File: config.mk
export PLATFORM = sky130hd
export DESIGN_NAME = quire_generic
export DESIGN_NICKNAME = d
export VERILOG_FILES = /design/src/rtl/quire_generic.sv
export SDC_FILE = /design/constraint.sdc
export NUM_CORES = 1
export LEC_CHECK = 0
export ABC_AREA = 1
export BUFFER_PORTS_ARGS = -buffer_cell sky130_fd_sc_hd__buf_2
export CORE_ASPECT_RATIO = 0.75
export CORE_UTILIZATION = 57
export CTS_BUF_LIST = sky130_fd_sc_hd__clkbuf_4 sky130_fd_sc_hd__clkbuf_8
export CTS_CLUSTER_SIZE = 24
export DETAILED_ROUTE_END_ITERATION = 12
export GPL_ROUTABILITY_DRIVEN = 0
export MAX_ROUTING_LAYER = met4
export PLACE_DENSITY = 0.88
export SYNTH_ARGS = -nofsm -noshare
export SYNTH_HDL_FRONTEND = slang
export SYNTH_SLANG_ARGS = --single-unit
File: constraint.sdc
create_clock -name clk -period 2.9 [get_ports clk]
set_clock_uncertainty 0.1 [all_clocks]
set_input_delay 0 -clock clk [delete_from_list [all_inputs] [get_ports clk]]
set_output_delay 0 -clock clk [all_outputs]
set_load 0.05 [all_outputs]
File: src/rtl/quire_generic.sv
// Posit quire accumulator: aligns decoded posit values into a two's-complement
// fixed-point quire and sums them exactly over sow/eow-framed windows.
module quire_generic #(
  parameter int POSIT_WIDTH  = 8,
  parameter int ES           = 0,
  parameter int LOG_NB_ACCUM = 10,
  parameter int OUTPUT_ALL   = 1,
  localparam int FW    = POSIT_WIDTH - ES - 3,
  localparam int SW    = ES + $clog2(POSIT_WIDTH) + 2,
  localparam int NQMIN = (2 ** (ES + 2)) * (POSIT_WIDTH - 2) + 1,
  localparam int BP    = (2 ** (ES + 1)) * (POSIT_WIDTH - 2),
  localparam int NQ    = NQMIN + LOG_NB_ACCUM
) (
  input  logic          clk,
  input  logic          rst_n,
  input  logic          rts_i,
  output logic          rtr_o,
  input  logic          sow_i,
  input  logic          eow_i,
  input  logic [FW-1:0] fraction_i,
  input  logic [SW-1:0] scale_i,
  input  logic          sign_i,
  input  logic          zero_i,
  input  logic          NaR_i,
  input  logic          rtr_i,
  output logic          rts_o,
  output logic          sow_o,
  output logic          eow_o,
  output logic [NQ-1:0] data_o,
  output logic          sign_o,
  output logic          zero_o,
  output logic          NaR_o,
  output logic          ovf_o
);

  // Place {1,fraction} so that quire bit BP carries weight 2^0.
  function automatic logic [NQ-1:0] f_align(input logic [FW-1:0] frac,
                                            input logic [SW-1:0] scale);
    logic signed [31:0] sh;
    logic        [31:0] amt;
    logic      [NQ-1:0] mag;
    mag = {{(NQ-FW-1){1'b0}}, 1'b1, frac};
    sh  = BP - FW + 32'(signed'(scale));
    amt = (sh >= 0) ? sh : -sh;
    if (sh >= 0) f_align = mag << amt;
    else         f_align = mag >> amt;
  endfunction

  function automatic logic f_ovf(input logic signed [NQ-1:0] a,
                                 input logic signed [NQ-1:0] b,
                                 input logic signed [NQ-1:0] s);
    f_ovf = (a[NQ-1] == b[NQ-1]) && (s[NQ-1] != a[NQ-1]);
  endfunction

  logic                 w_proc_en;
  logic                 w_accept;
  logic                 r_vld_p1;
  logic [NQ-1:0]        r_mag_p1;
  logic                 r_sign_p1;
  logic                 r_zero_p1;
  logic                 r_nar_p1;
  logic                 r_sow_p1;
  logic                 r_eow_p1;
  logic signed [NQ-1:0] w_term;
  logic signed [NQ-1:0] w_sum;
  logic                 r_vld_p2;
  logic                 r_sow_p2;
  logic                 r_eow_p2;
  logic signed [NQ-1:0] r_quire_p2;
  logic                 r_nar_p2;
  logic                 r_ovf_p2;

  assign w_proc_en = rtr_i | ~r_vld_p2;
  assign w_accept  = rts_i & w_proc_en;
  assign rtr_o     = w_proc_en;

  // Stage 1: alignment into the quire grid
  always_ff @(posedge clk) begin
    if (w_accept) begin
      r_mag_p1  <= f_align(fraction_i, scale_i);
      r_sign_p1 <= sign_i;
      r_zero_p1 <= zero_i;
      r_nar_p1  <= NaR_i;
      r_sow_p1  <= sow_i;
      r_eow_p1  <= eow_i;
    end
  end

  // NaR and zero beats contribute nothing to the sum.
  assign w_term = (r_zero_p1 | r_nar_p1) ? '0 :
                  (r_sign_p1 ? -$signed(r_mag_p1) : $signed(r_mag_p1));
  assign w_sum  = r_quire_p2 + w_term;

  // Stage 2: accumulation and windowing
  always_ff @(posedge clk or negedge rst_n) begin
    if (!rst_n) begin
      r_vld_p1   <= 1'b0;
      r_vld_p2   <= 1'b0;
      r_sow_p2   <= 1'b0;
      r_eow_p2   <= 1'b0;
      r_quire_p2 <= '0;
      r_nar_p2   <= 1'b0;
      r_ovf_p2   <= 1'b0;
    end else if (w_proc_en) begin
      r_vld_p1 <= rts_i;
      r_vld_p2 <= r_vld_p1 & ((OUTPUT_ALL != 0) | r_eow_p1);
      if (r_vld_p1) begin
        r_sow_p2 <= r_sow_p1;
        r_eow_p2 <= r_eow_p1;
        if (r_sow_p1) begin
          r_quire_p2 <= w_term;
          r_nar_p2   <= r_nar_p1;
          r_ovf_p2   <= 1'b0;
        end else begin
          r_quire_p2 <= w_sum;
          r_nar_p2   <= r_nar_p2 | r_nar_p1;
          r_ovf_p2   <= r_ovf_p2 | f_ovf(r_quire_p2, w_term, w_sum);
        end
      end
    end
  end

  assign rts_o  = r_vld_p2;
  assign sow_o  = r_sow_p2;
  assign eow_o  = r_eow_p2;
  assign data_o = r_quire_p2;
  assign sign_o = r_quire_p2[NQ-1];
  assign zero_o = (r_quire_p2 == '0);
  assign NaR_o  = r_nar_p2;
  assign ovf_o  = r_ovf_p2;

endmodule

==> results of run 1 <==
[cells in the mapped netlist (all sizes together), types with 11 or more instances]
cell | instances | area (um2)
nand4 | 21 | 131
clkbuf | 16 | 60.1
nor2 | 161 | 617
o211ai | 11 | 82.6
inv | 142 | 536
nand3 | 103 | 515
o21ai | 81 | 409
nand2 | 313 | 1200
edfxtp | 40 | 1200
nor3 | 16 | 85.1
dfrtp | 41 | 1030
ha | 37 | 463
a21oi | 72 | 360
[metal layers]
layer  global-route usage (%)  overflow
met2                     92.9        27
met1                     79.0         1
met4                     77.7        15
met3                     63.2         1
met5                        -         -
[per-stage QoR]
| stage | setup TNS, ns | hold WS, ns | worst slack (ns) | utilization (%) | std cells |
|---|---|---|---|---|---|
| 4_1_cts | -4.47 | 0.0417 | -0.290 | 82.9 | 1577 |
| 3_5_place_dp | -9.61 | 0.0789 | -0.499 | 74.2 | 1531 |
| 3_3_place_gp | -6.27 | 0.0771 | -0.402 | 74.2 | 1531 |
| 2_1_floorplan | -0.0645 | -0.396 | -0.0417 | - | 1146 |
[timing repair]
| action | 4_1_cts |
|---|---|
| buffers inserted | 18 |
| hold endpoints to repair | 50 |
| pin swaps | 51 |
| setup endpoints to repair | 28 |
| hold buffers | 12 |
| gates resized for setup | 157 |
[kinds of logic after synthesis]
| kind of cell | count (synthesis) | synth area share, % |
|---|---|---|
| and+or+nand+nor | 642 | 37.0 |
| AOI/OAI and AO/OA | 196 | 14.8 |
| xor gates and xnor gates | 16 | 2.36 |
| adders and majority gates | 38 | 6.55 |
| DFF | 81 | 30.2 |
| buffers and inverters | 171 | 9.07 |
| other | 1 | 0.0508 |
==> reports/results.ini, run 1 <==
[clocking]
cts_buffers = 9
htree_levels = 3
clk_path_buf_depth = 2
clock_sinks = 81
root_buffer = clkbuf_8

[grt]
globalRoute.totalOverflow = 44
grt_usage_pct = 79.2
grt_max_degree = 42

[logic_synthesis]
synth_area_um2 = 7380
synthFlopType = dfrtp_1
ys_warn_count = 0
synthArstFlopShare_pct = 50.6
synth_edf_count = 40
avgSynthCellArea_um2 = 6.44
syn_inst = 1145
synth_seq_cells = 81
ys_types = 52
synth-seq-area-share_pct = 30.2

[placement]
portBuffers = 61
placed_cell_area_um2 = 9230
place_hpwl_um = 19600

[die]
start_util_pct = 59.3
ios = 62
die_h_um = 101
num_rows = 35
die_x_um = 133

[timing]
grt-worst-endpoint = data_o[33]$_DFFE_PN0P_/D
worstEndpointType = register data pin

[run_status]
outcome = did not finish
haltStage = global routing (5_1_grt)
stop_error = [ERROR GRT-0232] Routing congestion too high. Check the congestion heatmap in the GUI.

==> inputs of run 2 (changes only) <==
CORE_ASPECT_RATIO = unset   (was 0.75)
CORE_UTILIZATION = 40   (was 57)
CTS_BUF_LIST = unset   (was sky130_fd_sc_hd__clkbuf_4 sky130_fd_sc_hd__clkbuf_8)
CTS_CLUSTER_SIZE = unset   (was 24)
MAX_ROUTING_LAYER = unset   (was met4)
PLACE_DENSITY = unset   (was 0.88)
PLACE_DENSITY_LB_ADDON = 0.15   (was unset)
clock period = 3.77 ns   (was 2.9 ns; I/O delays follow)
==> run 2 against run 1 <==
Synthesized cell count unchanged. The flow now finishes without violations. Area after synthesis is the same.
==> reports/results.ini, run 2 <==
[drt]
drtIter0Drc = 693
wl_per_cell_um = 16.1
wl_um = 23500
drt-pass1-iter-count = 7
num_vias = 7759
via_per_inst = 5.32
ant_nets = 0
post-route-drc-count = 0

[logic_synthesis]
synthTopCellsByArea = edfxtp_1 16%, nand2_1 16%, dfrtp_1 14%  ; unchanged
synth_area_leader_cell = edfxtp_1  ; unchanged
avgSynthCellArea_um2 = 6.44  ; unchanged
synthArstFlopShare_pct = 50.6  ; unchanged
ys_types = 52  ; unchanged
synthFlopType = dfrtp_1  ; unchanged
synthMostInstantiatedCell = nand2_1  ; unchanged
synth-seq-area-share_pct = 30.2  ; unchanged
synth_edf_count = 40  ; unchanged
synth_top_area_share_pct = 16.3  ; unchanged
synth_seq_cells = 81  ; unchanged
synth_area_um2 = 7380  ; unchanged
ys_warn_count = 0  ; unchanged
synth_common_cells = 307 x nand2_1, 156 x nor2_1, 136 x inv_1  ; unchanged
syn_inst = 1145  ; unchanged

[cells_and_area]
nNetsFinal = 1282
multi_input_area_um2 = 4590
diodes = 0
mostFrequentLayoutCells = 302 x nand2_1, 145 x nor2_1, 136 x inv_1
fin_util_pct = 47.1
final_layout_size_suffix_gt1_share_pct = 12.1
nFillCells = 1896
regArea_um2 = 2230
final_common_cell = nand2_1
area_growth_pct = 15.1
design_area_um2 = 8500

[timing]
setup_slack_ns = 0.215
hold_violations = 0
worst_slew_pin_slew_ns = 1.04
min_period_ns = 3.55
tns_ns = 0
finalMaxSlewViolations = 0
period_share_pct = 94.3
setup_viol = 0
slew_headroom_pct = 30.6
fmax_mhz = 281
whs_ns = 0.0354

[worst_setup_path]
r2r-end = data_o[33]
arrival_ns = 3.69
path_cells = nor2_2 -> nand2_1 -> nor2_4 -> nand2_1 -> nor2_1 -> nand2_1 -> nand2_1 -> nand3_1 -> nand2_1 -> nor2_2 -> ha_1 -> nand2_1 -> nor2_2 -> inv_1 -> nor2_1 -> inv_1 -> nor2_4 -> nand4_1 -> nand3_1 -> nand2_1 -> nand3_1 -> nand3_1
startpoint_type = flip-flop
cpMaxStageDelayCell = edfxtp_1
path_max_fanout = 5
cpMostUsedCell = nand2_1
slowest_delay_ns = 0.50
worstReg2RegStart = r_mag_p1[5]
critical_path_required_ns = 3.91
crit_type = flip-flop to flip-flop
endpoint_kind = flip-flop
ff2ff_path_depth = 22
rrSetupSlack_ns = 0.22

[placement]
placed_cell_area_um2 = 8010  ; was 9230 um2
portBuffers = 61  ; unchanged
pre_cts_slack_ns = -0.0995  ; was -0.499 ns
place_hpwl_um = 18600  ; was 19600 um

[clocking]
cts.clk_slew.worst_paths_ns = 0.07
clk_path_buf_depth = 2  ; unchanged
cts_buffers = 9  ; unchanged
cts_tree = done
insertion_delay_ns = 0.35
root_buffer = clkbuf_16  ; was clkbuf_8
htree_levels = 3  ; unchanged
clock_sinks = 81  ; unchanged

[run_status]
outcome = complete, no violations  ; was did not finish

[power_and_ir_drop]
leakage_uw = 0.00412
power_density_nw_per_um2 = 512
vdd_drop_max_mv = 0.306

[die]
ios = 62  ; unchanged
die_area_um2 = 19000
num_rows = 49  ; was 35
core-area_um2 = 18000
start_util_pct = 40.9  ; was 59.3%
die_x_um = 138  ; was 133 um
die_h_um = 138  ; was 101 um

[grt]
antenna_found_initial = 0
globalRoute.totalOverflow = 0
grt_pass1_vias = 7075
grt_usage_pct = 25.6
grt_max_degree = 45
grt_pass1_wl_um = 36400

[min_path]
worstHoldStart = scale_i[4]
holdPathStages = 4
hold_path.class = input pin to flip-flop
holdPathEnd = r_mag_p1[17]

[run]
cap_violations = 0

## run 2: cell type report
type                       instances  share of cell area [%]
clock buffer                      10                    2.70
clock inverter                     6                   0.530
inverter                         146                    6.48
multi-input combinational        894                    54.0
sequential                        81                    26.2
tap                              229                    3.37
timing repair buffer              93                    6.72
## run 2: report_power, final
group | internal [uW] | switching (uW)
clock network | 450 | 400
registers | 1130 | 232
logic | 600 | 1540
total | 2180 | 2170
## run 2: cells by family after synthesis
logic type	count (synthesis)	share of synthesized area, %
other	1	0.0508
AOI/OAI and AO/OA	196	14.8
adders and majority gates	38	6.55
DFF	81	30.2
xor gates and xnor gates	16	2.36
and+or+nand+nor	642	37.0
buffers and inverters	171	9.07
## run 2: timing repair
action | CTS | global route
hold buffers | 10 | 0
pin swaps | 1 | 3
buffers inserted | 0 | 2
endpoints found under the setup margin | 1 | 13
resized for setup | 3 | 30
hold endpoints to repair | 50 | 0
## run 2: how the worst max path moves through the flow
stage | startpoint | to | slack, ns
final | r_mag_p1[5] | data_o[33] | 0.22
after global routing | r_mag_p1[5] | data_o[33] | -0.01
after global placement | r_mag_p1[0] | data_o[33] | -0.05
after CTS | r_mag_p1[1] | data_o[33] | 0.02
after detailed placement | r_mag_p1[1] | data_o[33] | -0.1
after floorplan | r_mag_p1[1] | data_o[33] | 0.70
## run 2: worst max-delay path: cells and delay by family, from the launching register on
kind | cells | cell delay (ns)
and+or+nand+nor | 19 | 2.33
DFF | 1 | 0.50
adders and majority gates | 1 | 0.35
buffers and inverters | 2 | 0.17
## run 2: metal layers
| metal | part of all wire, % | track usage (%) | wire (um) | vias to the layer above |
|---|---|---|---|---|
| met1 | 46 | 33.2 | 10700 | 3550 |
| met2 | 47 | 43.0 | 11000 | 203 |
| met3 | 4.6 | 3.75 | 1080 | 45 |
| met5 | 0 | 0 | 0 | - |
| li1 | - | - | - | 3961 |
| met4 | 2.9 | 9.60 | 680 | 0 |
## run 2: metrics by stage
stage / cells / total power [uW]
after floorplan: 1146 / 2880
after global placement: 1431 / 3460
after detailed placement: 1431 / 3470
after CTS: 1457 / 4330
after global routing: 1459 / 4630
final: 1459 / 4350
Power figures use the tool's default switching activity.
==> inputs of run 3 (changes only) <==
ABC_AREA = 0   (was 1)
clock period = 4.2 ns   (was 3.77 ns; I/O delays follow)
==> run 3 against run 2 <==
Die area decreased by 4.9%. Highest routed layer unchanged. Cell count down 22%. Area after synthesis shrank 5.0%. Global-route usage shrank 3.6 points. Utilization grew 0.64 points. Combinational power fell by 6%.
==> reports/results.ini, run 3 <==
[run]
cap_violations = 0  ; unchanged

[logic_synthesis]
synthTopCellsByArea = edfxtp_1 17%, dfrtp_1 15%, ha_1 6.6%  ; was edfxtp_1 16%, nand2_1 16%, dfrtp_1 14%
synth-seq-area-share_pct = 31.8  ; was 30.2%
synth_top_area_share_pct = 17.1  ; was 16.3%
synthFlopType = dfrtp_1  ; unchanged
synth_seq_cells = 81  ; unchanged
ys_warn_count = 0  ; unchanged
synth_area_leader_cell = edfxtp_1  ; unchanged
synth_area_um2 = 7010  ; was 7380 um2
ys_types = 92  ; was 52
synthMostInstantiatedCell = nor2_1  ; was nand2_1
syn_inst = 831  ; was 1145
avgSynthCellArea_um2 = 8.44  ; was 6.44 um2
synth_common_cells = 111 x nor2_1, 75 x nand2_1, 67 x a21oi_1  ; was 307 x nand2_1, 156 x nor2_1, 136 x inv_1
synth_edf_count = 40  ; unchanged
synthArstFlopShare_pct = 50.6  ; unchanged

[timing]
min_period_ns = 4.00  ; was 3.55 ns
setup_slack_ns = 0.196  ; was 0.215 ns
hold_violations = 0  ; unchanged
whs_ns = 0.119  ; was 0.0354 ns
fmax_mhz = 250  ; was 281 MHz
setup_viol = 0  ; unchanged
tns_ns = 0  ; unchanged
period_share_pct = 95.3  ; was 94.3%
finalMaxSlewViolations = 0  ; unchanged
worst_slew_pin_slew_ns = 0.917  ; was 1.04 ns
slew_headroom_pct = 38.8  ; was 30.6%

[worst_setup_path]
arrival_ns = 4.18  ; was 3.69 ns
rrSetupSlack_ns = 0.20  ; was 0.22 ns
critical_path_required_ns = 4.38  ; was 3.91 ns
path_max_fanout = 7  ; was 5
endpoint_kind = flip-flop  ; unchanged
crit_type = flip-flop to flip-flop  ; unchanged
startpoint_type = flip-flop  ; unchanged

[clocking]
cts_tree = done  ; unchanged
root_buffer = clkbuf_16  ; unchanged
cts_buffers = 9  ; unchanged
cts.clk_slew.worst_paths_ns = 0.07  ; about the same
clk_path_buf_depth = 2  ; unchanged
htree_levels = 3  ; unchanged
insertion_delay_ns = 0.35  ; about the same
clock_sinks = 81  ; unchanged

[power_and_ir_drop]
vdd_drop_max_mv = 0.365  ; was 0.306 mV
leakage_uw = 0.00347  ; was 0.00412 uW
power_density_nw_per_um2 = 494  ; was 512 nW/um2

[die]
start_util_pct = 40.7  ; was 40.9%
core-area_um2 = 17200  ; was 18000 um2
die_x_um = 134  ; was 138 um
die_area_um2 = 18100  ; was 19000 um2
ios = 62  ; unchanged
die_h_um = 134  ; was 138 um
num_rows = 48  ; was 49

[drt]
ant_nets = 0  ; unchanged
via_per_inst = 5.59  ; was 5.32
drtIter0Drc = 463  ; was 693
drt-pass1-iter-count = 5  ; was 7
wl_per_cell_um = 16.9  ; was 16.1 um
num_vias = 6381  ; was 7759
wl_um = 19300  ; was 23500 um
post-route-drc-count = 0  ; unchanged

[grt]
grt_max_degree = 50  ; was 45
grt_usage_pct = 22.0  ; was 25.6%
globalRoute.totalOverflow = 0  ; unchanged
grt_pass1_vias = 5776  ; was 7075
grt_pass1_wl_um = 31200  ; was 36400 um
antenna_found_initial = 0  ; unchanged

[cells_and_area]
final_layout_size_suffix_gt1_share_pct = 19.4  ; was 12.1%
nFillCells = 1656  ; was 1896
mostFrequentLayoutCells = 109 x nor2_1, 74 x nand2_1, 64 x a21oi_1  ; was 302 x nand2_1, 145 x nor2_1, 136 x inv_1
nNetsFinal = 969  ; was 1282
area_growth_pct = 17.4  ; was 15.1%
diodes = 0  ; unchanged
fin_util_pct = 47.8  ; was 47.1%
stdcell_count = 1142  ; was 1459
final_common_cell = nor2_1  ; was nand2_1

[placement]
place_hpwl_um = 14500  ; was 18600 um
portBuffers = 61  ; unchanged
pre_cts_slack_ns = 0.0941  ; was -0.0995 ns
dp.cells = 1116  ; was 1431

[run_status]
outcome = complete, no violations  ; unchanged

[min_path]
hold_path.class = input pin to flip-flop  ; unchanged

run 3: final cells by class:
class                           count  area, um2  area share (%)
Clock buffer                        9        225            2.74
Clock inverter                      7       86.3            1.05
Tap cell                          225        282            3.42
Inverter                           16       60.1           0.729
Multi-Input combinational cell    691       4640            56.3
Timing Repair Buffer              113        716            8.69
Sequential cell                    81       2230            27.0
run 3: cell families (layout without fill, tap and decap cells):
| logic type | after synthesis | count (layout) | synth area share (%) |
|---|---|---|---|
| buffers and inverters | 60 | 145 | 3.60 |
| and+or+nand+nor | 309 | 309 | 21.5 |
| DFF | 81 | 81 | 31.8 |
| AOI/OAI and AO/OA | 259 | 259 | 24.9 |
| xor gates and xnor gates | 68 | 68 | 9.08 |
| adders and majority gates | 38 | 38 | 6.89 |
| muxes | 15 | 15 | 2.25 |
| other | 1 | 2 | 0.0535 |
run 3: per-stage QoR:
| step | cell area [um2] | power [uW] |
|---|---|---|
| 3_5_place_dp | 7730 | 3190 |
| 3_3_place_gp | 7730 | 3190 |
| 6_report | 8230 | 4070 |
| 5_1_grt | 8230 | 4330 |
| 2_1_floorplan | 7020 | 2630 |
| 4_1_cts | 8120 | 4040 |
run 3: critical path, cell delays in order (launching register included):
cell and delay, ns:
edfxtp_1 0.39, or4_1 0.53, and4bb_4 0.40, nand3_4 0.11
o31ai_2 0.22, xor2_1 0.35, nor2_2 0.10, ha_4 0.32
inv_1 0.09, o21bai_1 0.21, a21oi_1 0.09, o21ai_0 0.18
a31o_2 0.21, or2_1 0.14, mux2_2 0.35, nor3_2 0.14
run 3: path summary, 6_finish.rpt:
path                          endpoint  cells after the start           from
max                         data_o[34]                     15   r_mag_p1[19]
min in group asynchronous    data_o[0]                      3          rst_n
max reg2reg                 data_o[34]                     15   r_mag_p1[19]
min                        r_mag_p1[4]                      3  fraction_i[4]
max in group asynchronous   data_o[21]                      3          rst_n
min reg2reg                      eow_o                      2       r_eow_p1
run 3: metal layers:
metal / global-route usage, % / part of all wire, % / vias to the layer above
met5: 0 / 0 / -
met1: 32.1 / 50 / 2939
met2: 33.0 / 43 / 174
met3: 2.80 / 4.5 / 28
li1: - / - / 3240
met4: 8.18 / 2.3 / 0
run 3: where the power goes:
part	switching [uW]	internal [uW]
logic	1330	685
registers	205	1000
clock network	367	473
total	1900	2160
run 3: what timing repair did:
| item | in CTS | in global routing |
|---|---|---|
| hold buffers | 8 | 0 |
| hold endpoints to repair | 48 | 0 |
| gates resized for setup | 0 | 25 |
| setup endpoints to repair | 0 | 9 |
| buffers inserted | 0 | 2 |
